<file path="config.mk">
export PLATFORM = sky130hd
export DESIGN_NAME = lamp_request_scheduler
export DESIGN_NICKNAME = d
export VERILOG_FILES = /design/src/rtl/lamp_request_scheduler.sv
export SDC_FILE = /design/constraint.sdc
export NUM_CORES = 1
export LEC_CHECK = 0
export ABC_AREA = 1
export BUFFER_PORTS_ARGS = -buffer_cell sky130_fd_sc_hd__buf_2
export CAP_MARGIN = 30
export CORE_MARGIN = 4
export CORE_UTILIZATION = 49
export DETAILED_ROUTE_END_ITERATION = 16
export PLACE_DENSITY = 0.73
export SLEW_MARGIN = 5
export SYNTH_ARGS = -nofsm -noshare
export SYNTH_HDL_FRONTEND = slang
export SYNTH_SLANG_ARGS = --single-unit
</file>
<file path="constraint.sdc">
create_clock -name clka -period 1.3 [get_ports clka]
set_clock_uncertainty 0.1 [all_clocks]
set_input_delay 0.13 -clock clka [delete_from_list [all_inputs] [get_ports clka]]
set_output_delay 0.13 -clock clka [all_outputs]
set_load 0.005 [all_outputs]
</file>
<file path="src/rtl/lamp_request_scheduler.sv">
// Tail-light request scheduler: synchronise/debounce driver inputs, arbitrate lamp mode, sweep phase and step strobe.
// Optional macro HAZARD_EN builds the HAZARD input path and the HAZ mode; without it HAZARD is ignored.
module lamp_request_scheduler #(
  parameter int DIV    = 4,
  parameter int DB_LEN = 3
) (
  input  logic       clka,
  input  logic       RESTART,
  input  logic       LEFT,
  input  logic       RIGHT,
  input  logic       HAZARD,
  input  logic       BRAKE,
  output logic [2:0] mode,
  output logic [1:0] phase,
  output logic       step,
  output logic       seq_clr,
  output logic       brake_q,
  output logic       ERROR
);

  localparam int DBW = $clog2(DB_LEN + 1);
  localparam int DVW = $clog2(DIV);

  typedef enum logic [2:0] {
    MODE_IDLE  = 3'd0,
    MODE_LEFT  = 3'd1,
    MODE_RIGHT = 3'd2,
    MODE_HAZ   = 3'd3,
    MODE_FAULT = 3'd4
  } modeT;

`ifdef HAZARD_EN
  localparam int NIN = 4;
  logic [NIN-1:0] rawIn;
  assign rawIn = {HAZARD, BRAKE, RIGHT, LEFT};
`else
  localparam int NIN = 3;
  logic [NIN-1:0] rawIn;
  logic           unusedHazard;
  assign rawIn        = {BRAKE, RIGHT, LEFT};
  assign unusedHazard = HAZARD;
`endif

  logic [NIN-1:0] sync1_q, sync2_q, deb_q, deb_d;
  logic [DBW-1:0] dbCnt_q [NIN];
  logic [DBW-1:0] dbCnt_d [NIN];

  // A debounced bit flips only after DB_LEN consecutive disagreeing samples.
  always_comb begin
    deb_d = deb_q;
    for (int i = 0; i < NIN; i++) begin
      dbCnt_d[i] = '0;
      if (sync2_q[i] != deb_q[i]) begin
        if (dbCnt_q[i] == DBW'(DB_LEN - 1)) deb_d[i] = ~deb_q[i];
        else                                dbCnt_d[i] = dbCnt_q[i] + DBW'(1);
      end
    end
  end

  always_ff @(posedge clka or posedge RESTART) begin
    if (RESTART) begin
      sync1_q <= '0;
      sync2_q <= '0;
      deb_q   <= '0;
      for (int i = 0; i < NIN; i++) dbCnt_q[i] <= '0;
    end else begin
      sync1_q <= rawIn;
      sync2_q <= sync1_q;
      deb_q   <= deb_d;
      for (int i = 0; i < NIN; i++) dbCnt_q[i] <= dbCnt_d[i];
    end
  end

  logic lDeb, rDeb, bDeb;
  assign lDeb = deb_q[0];
  assign rDeb = deb_q[1];
  assign bDeb = deb_q[2];
`ifdef HAZARD_EN
  logic hDeb;
  assign hDeb = deb_q[3];
`endif

  modeT           mode_q, mode_d;
  logic [DVW-1:0] divCnt_q, divCnt_d;
  logic [1:0]     phase_q, phase_d;
  logic           seqClr_q, error_q;
  logic           running, boundary, modeChange;

  always_comb begin
    running  = (mode_q == MODE_LEFT) || (mode_q == MODE_RIGHT) || (mode_q == MODE_HAZ);
    step     = running && (divCnt_q == DVW'(DIV - 1));
    boundary = step && (phase_q == 2'd3);
  end

  // Priority order: FAULT exit, hazard pre-emption, conflicting turns, then idle/boundary arbitration.
  always_comb begin
    mode_d = mode_q;
    if (mode_q == MODE_FAULT) begin
      if (!lDeb && !rDeb) mode_d = MODE_IDLE;
    end
`ifdef HAZARD_EN
    else if (hDeb && (mode_q != MODE_HAZ))          mode_d = MODE_HAZ;
    else if (lDeb && rDeb && (mode_q != MODE_HAZ))  mode_d = MODE_FAULT;
`else
    else if (lDeb && rDeb)                          mode_d = MODE_FAULT;
`endif
    else if (mode_q == MODE_IDLE) begin
      if (lDeb)      mode_d = MODE_LEFT;
      else if (rDeb) mode_d = MODE_RIGHT;
    end else if (boundary) begin
`ifdef HAZARD_EN
      if (hDeb)                 mode_d = MODE_HAZ;
      else
`endif
      if (lDeb && !rDeb)        mode_d = MODE_LEFT;
      else if (rDeb && !lDeb)   mode_d = MODE_RIGHT;
      else                      mode_d = MODE_IDLE;
    end
  end

  always_comb begin
    modeChange = (mode_d != mode_q);
    divCnt_d   = '0;
    phase_d    = phase_q;
    if (modeChange)   phase_d  = 2'd0;
    else if (step)    phase_d  = phase_q + 2'd1;
    else if (running) divCnt_d = divCnt_q + DVW'(1);
  end

  always_ff @(posedge clka or posedge RESTART) begin
    if (RESTART) begin
      mode_q   <= MODE_IDLE;
      divCnt_q <= '0;
      phase_q  <= '0;
      seqClr_q <= 1'b0;
      error_q  <= 1'b0;
    end else begin
      mode_q   <= mode_d;
      divCnt_q <= divCnt_d;
      phase_q  <= phase_d;
      seqClr_q <= modeChange;
      error_q  <= (mode_d == MODE_FAULT);
    end
  end

  assign mode    = mode_q;
  assign phase   = phase_q;
  assign seq_clr = seqClr_q;
  assign brake_q = bDeb;
  assign ERROR   = error_q;

endmodule

</file>
## Word-level counts from Yosys, hierarchy flattened

Cells that the tools add are included.

- Add/sub/neg operators: 5
- $mul: 0
- Divide/modulo/power cells: 0
- $lt $le $gt $ge: 0
- Equal/unequal tests: 14
- Shifts and indexed selects: 0
- Multiplexer cells: 20
- Bitwise operators: 3
- Reduce and logical (&&, ||, !) cells: 15

Operators with widths:

| operator | count |
|---|---|
| $mux W2 | 13 |
| $mux W3 | 7 |
| $add A2 B1 Y2 const B | 5 |
| $eq A2 B2 Y1 const B | 5 |
| $eq A3 B2 Y1 const B | 2 |
| $eq A3 B3 Y1 const B | 2 |
| $logic_and A1 B1 Y1 | 6 |
| $reduce_and A2 Y1 | 3 |
| $eq A3 B1 Y1 const B | 1 |
| $logic_not A3 Y1 | 1 |
| $ne A1 B1 Y1 | 3 |
| $ne A3 B3 Y1 | 1 |
| $not A1 Y1 | 3 |
| $logic_not A1 Y1 | 2 |
| $logic_or A1 B1 Y1 | 2 |
| $reduce_bool A2 Y1 | 1 |

- Flip-flop bits (word level): 24
- Latch bits: 0
- Memory bits (writable): 0
- Memory bits (read-only): 0
- Input bits: 6
- Output and inout port bits: 9
- Memories kept: 0

## Depth between registers and ports, before layout

Gate-level depths: netlist of the first run.

- Word-level depth: 11
- Depth in mapped cells: 11
- Gate-level depth less buffers: 11

## Worst setup path after synthesis of the first run

Ideal clock, no wire load.

- Path kind: register to register
- Start: reg phase_q[0] (netlist: phase[0])
- End: reg divCnt_q[0]
- Library setup time: 0.072 ns
- Data arrival time: 1.296 ns
- Slack: -0.168 ns
- Stages on the path, launching flop included: 11
- Path buffers: 0
- Period minus slack after synthesis: 1.468 ns
- Path through: dfrtp_1 > ha_1 > nand4_2 > nand2_1 > nand2_1 > nand2_2 > nor2_4 > nand2_1 > nand2_1 > nand3_2 > nor2_1

- Word-level cells in the longest chain between the ends: 8

RTL lines:

| element | RTL line | source |
|---|---|---|
| start, declared | 85 | `logic [1:0] phase_q, phase_d;` |
| start signal, assigned | 140 | `phase_q <= phase_d;` |
| $eq A2 B2 Y1 | 92 | `boundary = step && (phase_q == 2'd3);` |
| $logic_and A1 B1 Y1 | 92 |  |
| $mux W3 | 110 | `end else if (boundary) begin` |
| $mux W3 | 107 | `else if (mode_q == MODE_IDLE) begin` |
| $mux W3 | 105 | `else if (lDeb && rDeb) mode_d = MODE_FAULT;` |
| $mux W3 | 98 | `if (mode_q == MODE_FAULT) begin` |
| net mode_d[1] | 83 | `modeT mode_q, mode_d;` |
| $ne A3 B3 Y1 | 122 | `modeChange = (mode_d != mode_q);` |
| net modeChange | 87 | `logic running, boundary, modeChange;` |
| $mux W2 | 125 | `if (modeChange) phase_d = 2'd0;` |
| net divCnt_d[0] | 84 | `logic [DVW-1:0] divCnt_q, divCnt_d;` |
| end signal, assigned | 139 | `divCnt_q <= divCnt_d;` |
| end, declared | 84 |  |

The timed path passes the listed nets, and every way through them passes these cells.
A chain may end at the register's enable or synchronous reset.

## Worst setup path in the final report of the first run

- Start: reg mode_q[2] (netlist: mode[2])
- End: reg phase_q[1] (netlist: phase[1])

- Word-level cells in the longest chain between the ends: 11
- Elaborated cells between the ends (all ways): 19
- Classes of those cells: 5 x eq/ne; 8 x mux; 6 x reduce/logical

RTL lines:

| element | RTL line | source |
|---|---|---|
| start, declared | 83 |  |
| start signal, assigned | 138 | `mode_q <= mode_d;` |
| $eq A3 B1 Y1 or $eq A3 B2 Y1 (tied branches) | 90 | `running = (mode_q == MODE_LEFT) \|\| (mode_q == MODE_RIGHT) \|\| (mode_q == MODE_HAZ);` |
| $logic_or A1 B1 Y1 (2 in series) | 90 |  |
| $logic_and A1 B1 Y1 | 91 | `step = running && (divCnt_q == DVW'(DIV - 1));` |
| $logic_and A1 B1 Y1 | 92 |  |
| $mux W3 | 110 |  |
| $mux W3 | 107 |  |
| $mux W3 | 105 |  |
| $mux W3 | 98 |  |
| $ne A3 B3 Y1 * | 122 |  |
| net modeChange | 87 |  |
| $mux W2 or $reduce_bool A2 Y1 (tied branches) | -- |  |

The timed path passes the listed nets; every way through them passes the cells marked *.

==> flow_metrics.py, run 1 <==
metrics = {
    "clock_tree": {
        "htree_num_levels": 1,
        "cts.clk_slew.worst_paths_ns": 0.13,
        "numCtsBuffers": 3,
        "clk_latency_ns": 0.31,
        "clockBufferDepth": 2,
        "root_buffer": "clkbuf_4",
        "tritoncts": "built",
        "cts.sinks": 24,
    },
    "outcome": {
        "outcome": "finished, violations left",
        "violations": "setup timing",
    },
    "floorplan": {
        "die_area_um2": 2940,
        "fp.dieH_um": 54.2,
        "rows": 16,
        "ioPinCount": 15,
        "core_area_um2": 2000,
        "die_w_um": 54.2,
        "start_util_pct": 52.3,
    },
    "layout": {
        "layout_common_cells": "buf_4, dfrtp_1, nand2_1",
        "fill_cells": 131,
        "layout_commonest_cell": "buf_4",
        "final_cells": 182,
        "ff_latch_area_um2": 604,
        "diodes": 0,
        "layout-drive-gt1-share_pct": 49.7,
        "fin_nets": 164,
        "multiInputGateArea_um2": 472,
        "area_delta_synth_final_pct": 50.9,
    },
    "worst_setup_path": {
        "slowest_stage": "dfrtp_1",
        "crit_chain": "inv_2 -> o21ai_1 -> nor2_1 -> nand2_2 -> o21bai_1 -> nand2_2 -> nand3_4 -> nor2_1",
        "cp-end-kind": "flop",
        "cp.arrival_ns": 1.68,
        "max_stage_delay_ns": 0.46,
        "crit_type": "flop to flop",
        "cp.required_ns": 1.42,
        "crit_path_start_kind": "flop",
        "critPathMaxFanout": 5,
    },
    "global_routing": {
        "grt_max_degree": 16,
        "grt-ovfl-total": 0,
        "track_usage_pct": 18.5,
        "antenna_found_initial": 0,
        "grt_pass1_vias": 857,
        "grt_first_pass_wirelength_um": 3850,
    },
    "timing": {
        "rsz0062_at_grt": "yes",
        "fin_crit_ns": 1.56,
        "hold_ws_ns": 0.242,
        "hold_viol": 0,
        "maxSlewHeadroom_pct": 74.3,
        "worstMarginPinSlew_ns": 0.385,
        "fmax_mhz": 640,
        "layout_setup_ws_ns": -0.263,
        "setup_viol": 11,
        "drv_slew": 0,
        "fin_crit_sh_pct": 120,
    },
    "logic_synthesis": {
        "synth_area_um2": 1050,
        "ys_types": 23,
        "synthesis.nets": 116,
        "yosys_warnings": 0,
        "syn_inst": 108,
        "ys_seq_elements": 24,
        "synth-seq-area-share_pct": 57.3,
        "avgSynthCellArea_um2": 9.70,
    },
    "placement": {
        "dp_hpwl_um": 1600,
        "place.port_buffers": 13,
        "gp_congestion": 0.955,
        "numPlacedInstances": 167,
        "place_ws_ns": -0.247,
    },
    "drt": {
        "wl_um": 2430,
        "ant_nets": 0,
        "drcViolationCount": 0,
        "via_per_inst": 4.96,
        "dr.first_iter.drc_count": 21,
        "wl_per_cell_um": 13.4,
        "vias": 903,
        "dr.pass1.iters": 4,
    },
    "job": {
        "drv_cap": 0,
    },
    "power": {
        "ir_worst_vdd_mv": 1.15,
        "p_leak_nw": 0.808,
        "powerDensity_nw_per_um2": 1990,
    },
    "min_path": {
        "hold_path.class": "primary input to async pin",
    },
}
## where the power goes
group / total [mW] / leakage (nW) / switching [mW] / internal, mW
combinational: 1.48 / 0.486 / 0.787 / 0.688
clock: 0.538 / 0.0279 / 0.226 / 0.312
sequential: 1.14 / 0.294 / 0.179 / 0.958
total: 3.15 / 0.808 / 1.19 / 1.96
## cells in the mapped netlist, drive strengths merged
| cell type | instances | share of area (%) |
|---|---|---|
| nand3 | 7 | 4.3 |
| mux2i | 1 | 0.96 |
| nand2 | 24 | 10 |
| nand4 | 2 | 1.8 |
| buf | 1 | 0.48 |
| dfrtp | 24 | 57 |
| nor3 | 8 | 3.8 |
| xnor2 | 3 | 2.5 |
| o21ai | 5 | 2.4 |
| nor2 | 10 | 5.3 |
| xor2 | 1 | 0.84 |
| o21bai | 1 | 0.72 |
| inv | 18 | 6.5 |
| ha | 2 | 2.4 |
| nand3b | 1 | 0.72 |
## stage by stage
step / total power, mW / util (%) / cell area (um2) / TNS (ns)
after floorplan: 1.80 / - / 1070 / -0.529
after global placement: 2.26 / 65.5 / 1310 / -1.01
after detailed placement: 2.32 / 65.5 / 1310 / -1.49
after CTS: 2.95 / 75.1 / 1500 / -1.60
after global routing: 3.35 / 78.9 / 1580 / -2.60
final: 3.15 / 78.9 / 1580 / -1.85
## critical path, delay by kind of cell (launching register included)
kind                   cells  cell delay, ns
AND/OR/NAND/NOR            5            0.49
AO/OA/AOI/OAI              2            0.29
buffers and inverters      1            0.13
flip-flops                 1            0.46
## per-layer routing
| layer | vias to the layer above | part of all wire [%] | GRT usage, % |
|---|---|---|---|
| met1 | 442 | 41 | 23.8 |
| met2 | 26 | 54 | 32.5 |
| li1 | 429 | - | - |
| met3 | 6 | 3.2 | 1.63 |
| met5 | - | 0 | 0 |
| met4 | 0 | 2.3 | 6.64 |
## cells by family after synthesis
| family | Yosys count | share of synthesized area (%) |
|---|---|---|
| xor gates and xnor gates | 4 | 3.35 |
| DFF | 24 | 57.3 |
| muxes | 1 | 0.956 |
| adders and majority gates | 2 | 2.39 |
| AOI/OAI and AO/OA | 6 | 3.11 |
| and+or+nand+nor | 52 | 25.9 |
| buffers and inverters | 19 | 6.93 |
## final cells by class
type / instances / area share [%]
tap: 27 / 2.14
inverter: 18 / 4.59
sequential: 24 / 38.2
clock inverter: 1 / 1.90
timing repair buffer: 44 / 21.9
clock buffer: 3 / 1.43
multi-input combinational: 65 / 29.8
## registers in the layout (all words and copies together) (netlist names)
register / count
sync2_q: 3
seq_clr: 1
ERROR: 1
phase: 2
divCnt_q: 2
mode: 3
sync1_q: 3
dbCnt_q: 6
deb_q: 3
## timing repair
action,4_1_cts,5_1_grt
hold endpoints to repair,12,0
endpoints found under the setup margin,9,12
setup buffers,3,4
pin swaps,10,6
gates resized for setup,15,13
hold buffers,4,0
## worst paths after layout
check / start / to / slack [ns] / cells past startpoint
worst max-delay path: mode[2] / phase[1] / -0.26 / 8
worst min-delay path: RESTART / seq_clr / 0.24 / 3
worst max register to register: mode[2] / phase[1] / -0.26 / 8
worst min register to register: sync1_q[1] / sync2_q[1] / 0.27 / 0
max in group asynchronous: RESTART / deb_q[1] / 0.32 / 4
min in group clka: sync1_q[1] / sync2_q[1] / 0.27 / 0
(Power assumes the default switching activity.)
==> run 2, diff against run 1 <==
--- a/config.mk
+++ b/config.mk
@@ -9,9 +9,10 @@
 export BUFFER_PORTS_ARGS = -buffer_cell sky130_fd_sc_hd__buf_2
 export CAP_MARGIN = 30
 export CORE_MARGIN = 4
-export CORE_UTILIZATION = 49
+export CORE_UTILIZATION = 52
+export CTS_BUF_LIST = sky130_fd_sc_hd__clkbuf_8
 export DETAILED_ROUTE_END_ITERATION = 16
-export PLACE_DENSITY = 0.73
+export PLACE_DENSITY = 0.76
 export SLEW_MARGIN = 5
 export SYNTH_ARGS = -nofsm -noshare
 export SYNTH_HDL_FRONTEND = slang
==> flow_metrics.py, run 2 (synthesized netlist as in run 1, its figures left out) <==
metrics = {
    "outcome": {
        "outcome": "finished, violations left",
        "violations": "setup timing",
    },
    "worst_setup_path": {
        "crit_type": "flop to flop",
        "crit_top_cell": "nand2_2",
        "crit_path_start_kind": "flop",
        "cp-end-kind": "flop",
        "path_buf_inv": 0,
        "crit_family": "simple AND/OR/NAND/NOR gates",
        "slowest_stage": "dfrtp_1",
        "cp.arrival_ns": 1.75,
        "cp.required_ns": 1.41,
        "max_stage_delay_ns": 0.42,
        "crit_chain": "ha_4 -> nand4_4 -> nand2_2 -> nand2_2 -> nand2_2 -> nor2_4 -> nand2_2 -> nand2_2 -> nand3_4 -> nor2_2",
        "critPathMaxFanout": 5,
    },
    "layout": {
        "largest_reg_flops": 6,
        "area_delta_synth_final_pct": 54.2,
        "fin_nets": 164,
        "layout-drive-gt1-share_pct": 53.5,
        "layout_commonest_cell": "buf_4",
        "final_cells": 180,
        "regMostFlops": "dbCnt_q",
        "diodes": 0,
        "layout_common_cells": "buf_4, dfrtp_1, nand2_1, inv_1, buf_2",
    },
    "floorplan": {
        "die_area_um2": 2800,
        "die_w_um": 52.9,
        "core_area_um2": 1820,
        "start_util_pct": 57.5,
        "ioPinCount": 15,
        "rows": 15,
        "fp.dieH_um": 52.9,
    },
    "timing": {
        "hold_viol": 0,
        "worstMarginPinSlew_ns": 0.449,
        "layout_setup_ws_ns": -0.346,
        "fin_crit_ns": 1.65,
        "fin_crit_sh_pct": 127,
        "maxSlewHeadroom_pct": 70.0,
        "setup_viol": 12,
        "tns_ns": -2.34,
        "drv_slew": 0,
        "hold_ws_ns": 0.268,
        "fmax_mhz": 608,
        "rsz0062_at_grt": "yes",
    },
    "global_routing": {
        "antenna_found_initial": 0,
        "grt_max_degree": 15,
        "grt-ovfl-total": 0,
        "grt_pass1_vias": 1066,
        "grt_first_pass_wirelength_um": 5350,
        "track_usage_pct": 27.7,
    },
    "placement": {
        "dp_hpwl_um": 1500,
        "place.port_buffers": 13,
        "numPlacedInstances": 163,
        "gp_congestion": 0.880,
    },
    "clock_tree": {
        "numCtsBuffers": 3,
        "clockBufferDepth": 2,
        "cts.sinks": 24,
        "htree_num_levels": 1,
        "root_buffer": "clkbuf_8",
        "tritoncts": "built",
        "cts.clk_slew.worst_paths_ns": 0.10,
        "clk_latency_ns": 0.28,
    },
    "drt": {
        "vias": 1004,
        "wl_um": 3590,
        "via_per_inst": 5.58,
        "dr.first_iter.drc_count": 40,
        "dr.pass1.iters": 5,
        "drcViolationCount": 0,
        "wl_per_cell_um": 19.9,
        "ant_nets": 0,
    },
    "job": {
        "drv_cap": 0,
    },
    "power": {
        "powerDensity_nw_per_um2": 2180,
        "ir_worst_vdd_mv": 1.45,
        "p_leak_nw": 0.818,
    },
    "min_path": {
        "hold_path.class": "flop to flop",
    },
}
[run 2: metal layers]
layer / up-vias / track usage, % / wire length, um
met1: 483 / 31.3 / 1410
met2: 61 / 47.9 / 1760
met4: 0 / 16.6 / 231
met3: 26 / 5.35 / 188
met5: - / 0 / 0
li1: 434 / - / -
[run 2: what timing repair did]
item                                    CTS  global route
endpoints found under the setup margin   10            11
hold buffers                              4             0
cloned                                    0             0
buffers inserted                          4             5
resized for setup                        15            18
pin swaps                                 9             8
hold endpoints to repair                 13             0
[run 2: area by class of cell]
cell class | instances | area (um2)
sequential | 24 | 604
multi-input combinational | 65 | 488
timing repair buffer | 44 | 348
fill | 84 | 205
inverter | 18 | 72.6
clock buffer | 3 | 41.3
tap | 25 | 31.3
clock inverter | 1 | 30.0
[run 2: where the power goes]
part	switching [mW]	total (mW)	internal (mW)
Combinational	0.962	1.70	0.735
Clock	0.257	0.669	0.412
Sequential	0.202	1.16	0.959
[run 2: per-stage QoR]
stage | instance area, um2 | power (mW) | worst slack [ns] | util (%)
global placement | 1310 | 2.22 | -0.181 | 71.8
global route | 1620 | 3.69 | -0.425 | 88.7
CTS | 1520 | 3.07 | -0.245 | 83.4
detailed placement | 1310 | 2.27 | -0.230 | 71.8
finish | 1620 | 3.53 | -0.346 | 88.7
floorplan | 1070 | 1.80 | -0.109 | -
[run 2: final timing paths]
check | from | end | slack, ns | cells after the start
max reg2reg | divCnt_q[0] | divCnt_q[0] | -0.35 | 10
min in group asynchronous | RESTART | dbCnt_q[3] | 0.32 | 3
max in group asynchronous | RESTART | mode[0] | 0.32 | 4
max | divCnt_q[0] | divCnt_q[0] | -0.35 | 10
min | sync1_q[0] | sync2_q[0] | 0.27 | 0
min reg2reg | sync1_q[0] | sync2_q[0] | 0.27 | 0
==> run 3, diff against run 2 <==
--- a/config.mk
+++ b/config.mk
@@ -13,6 +13,7 @@
 export CTS_BUF_LIST = sky130_fd_sc_hd__clkbuf_8
 export DETAILED_ROUTE_END_ITERATION = 16
 export PLACE_DENSITY = 0.76
+export SETUP_SLACK_MARGIN = 0.2
 export SLEW_MARGIN = 5
 export SYNTH_ARGS = -nofsm -noshare
 export SYNTH_HDL_FRONTEND = slang
==> flow_metrics.py, run 3 (synthesized netlist as in run 1, its figures left out) <==
metrics = {
    "outcome": {
        "outcome": "finished, violations left",
        "violations": "setup timing",
    },
    "timing": {
        "maxSlewHeadroom_pct": 66.1,
        "setup_viol": 9,
        "layout_setup_ws_ns": -0.495,
        "fin_crit_sh_pct": 138,
        "fmax_mhz": 557,
        "fin_crit_ns": 1.79,
        "worstMarginPinSlew_ns": 0.508,
        "drv_slew": 0,
        "hold_ws_ns": 0.270,
        "rsz0062_at_grt": "yes",
        "hold_viol": 0,
    },
    "power": {
        "ir_worst_vdd_mv": 1.50,
        "powerDensity_nw_per_um2": 2230,
        "p_leak_nw": 0.881,
        "power_mw": 3.89,
    },
    "worst_setup_path": {
        "crit_type": "flop to flop",
        "r2r_slack_ns": -0.49,
        "crit_chain": "ha_4 -> nand4_4 -> nand2_1 -> nand3_2 -> nand2_1 -> nand2_1 -> nand2_1 -> nand3_4 -> nor2_1",
        "cp.arrival_ns": 1.89,
        "max_stage_delay_ns": 0.44,
        "crit_path_start_kind": "flop",
        "critPathMaxFanout": 5,
        "timing.rr.end": "phase[1]",
        "crit_family": "simple AND/OR/NAND/NOR gates",
        "cp-end-kind": "flop",
        "slowest_stage": "dfrtp_1",
        "reg2reg_from": "divCnt_q[0]",
        "reg2reg_depth": 9,
        "cp.required_ns": 1.39,
        "crit_top_cell": "nand2_1",
        "path_buf_inv": 0,
        "critPathLaunch": "divCnt_q[0]",
    },
    "placement": {
        "gp_congestion": 0.980,
        "dp_hpwl_um": 1570,
        "dpl-instance-area_um2": 1340,
        "place.port_buffers": 13,
    },
    "floorplan": {
        "rows": 15,
        "die_w_um": 52.9,
        "ioPinCount": 15,
        "core_area_um2": 1820,
        "die_area_um2": 2800,
        "start_util_pct": 57.5,
        "fp.dieH_um": 52.9,
    },
    "clock_tree": {
        "clockBufferDepth": 2,
        "numCtsBuffers": 3,
        "cts.clk_slew.worst_paths_ns": 0.09,
        "clk_latency_ns": 0.27,
        "cts.sinks": 24,
        "htree_num_levels": 1,
        "tritoncts": "built",
        "root_buffer": "clkbuf_8",
    },
    "layout": {
        "fin_nets": 169,
        "layout-drive-gt1-share_pct": 56.3,
        "fill_cells": 43,
        "regMostFlops": "dbCnt_q",
        "multiInputGateArea_um2": 531,
        "ff_latch_area_um2": 606,
        "diodes": 0,
        "fin_util_pct": 95.8,
        "layout_common_cells": "dfrtp_1, buf_4, buf_6",
        "area_delta_synth_final_pct": 66.5,
        "fin_area_um2": 1740,
        "largest_reg_flops": 6,
    },
    "drt": {
        "vias": 1096,
        "via_per_inst": 5.92,
        "wl_per_cell_um": 23.7,
        "dr.pass1.iters": 4,
        "dr.first_iter.drc_count": 42,
        "ant_nets": 0,
        "wl_um": 4390,
        "drcViolationCount": 0,
    },
    "global_routing": {
        "antenna_found_initial": 0,
        "track_usage_pct": 24.1,
        "grt-ovfl-total": 0,
        "grt_pass1_vias": 981,
        "grt_max_degree": 15,
        "grt_first_pass_wirelength_um": 4650,
    },
    "job": {
        "drv_cap": 0,
    },
    "min_path": {
        "worstHoldStart": "sync1_q[0]",
        "hold_end": "sync2_q[0]",
        "whs_path_depth": 0,
        "hold_path.class": "flop to flop",
    },
}
==> run 3: changes by cell type in the layout (fill, tap and decap cells not counted), sizes merged <==
cell / before / now
buf: 40 / 45
==> run 3: worst max-delay path by stage <==
stage,end,depth (start not counted),slack (ns)
final,phase[1],9,-0.49
after global routing,phase[1],9,-0.56
after CTS,divCnt_q[0],10,-0.25
after detailed placement,phase[0],10,-0.19
after global placement,phase[1],11,-0.13
after floorplan,divCnt_q[0],11,-0.11
==> run 3: layout make-up <==
| cell class | count | area share [%] |
|---|---|---|
| clock inverter | 1 | 1.72 |
| multi-input combinational | 65 | 30.4 |
| timing repair buffer | 49 | 24.7 |
| clock buffer | 3 | 2.37 |
| tap | 25 | 1.79 |
| sequential | 24 | 34.7 |
| inverter | 18 | 4.30 |
==> run 3: routing by layer <==
layer  part of all wire, %  global-route usage (%)  wire length [um]
met5                     0                       0                 0
met4                    10                    10.2               459
met3                   8.8                    5.07               386
met2                    46                    41.7              2020
met1                    35                    28.7              1520
==> run 3: per-stage QoR <==
stage | setup TNS, ns | setup slack, ns | std cells
after floorplan | -0.528 | -0.109 | 108
after global placement | -0.722 | -0.134 | 163
after detailed placement | -1.02 | -0.195 | 163
after CTS | -1.61 | -0.245 | 175
after global routing | -3.82 | -0.559 | 185
final | -3.32 | -0.495 | 185
==> run 3: power by group <==
| part | leakage, nW | internal [mW] | switching [mW] |
|---|---|---|---|
| logic | 0.552 | 0.883 | 1.13 |
| clock network | 0.0357 | 0.412 | 0.259 |
| registers | 0.293 | 0.962 | 0.251 |
==> run 3: repair_timing <==
item	CTS	global route
cloned	0	0
gates resized for setup	15	32
hold buffers	4	0
pin swaps	5	6
endpoints found under the setup margin	13	19
endpoints found under the hold margin	13	0
buffers inserted	4	10
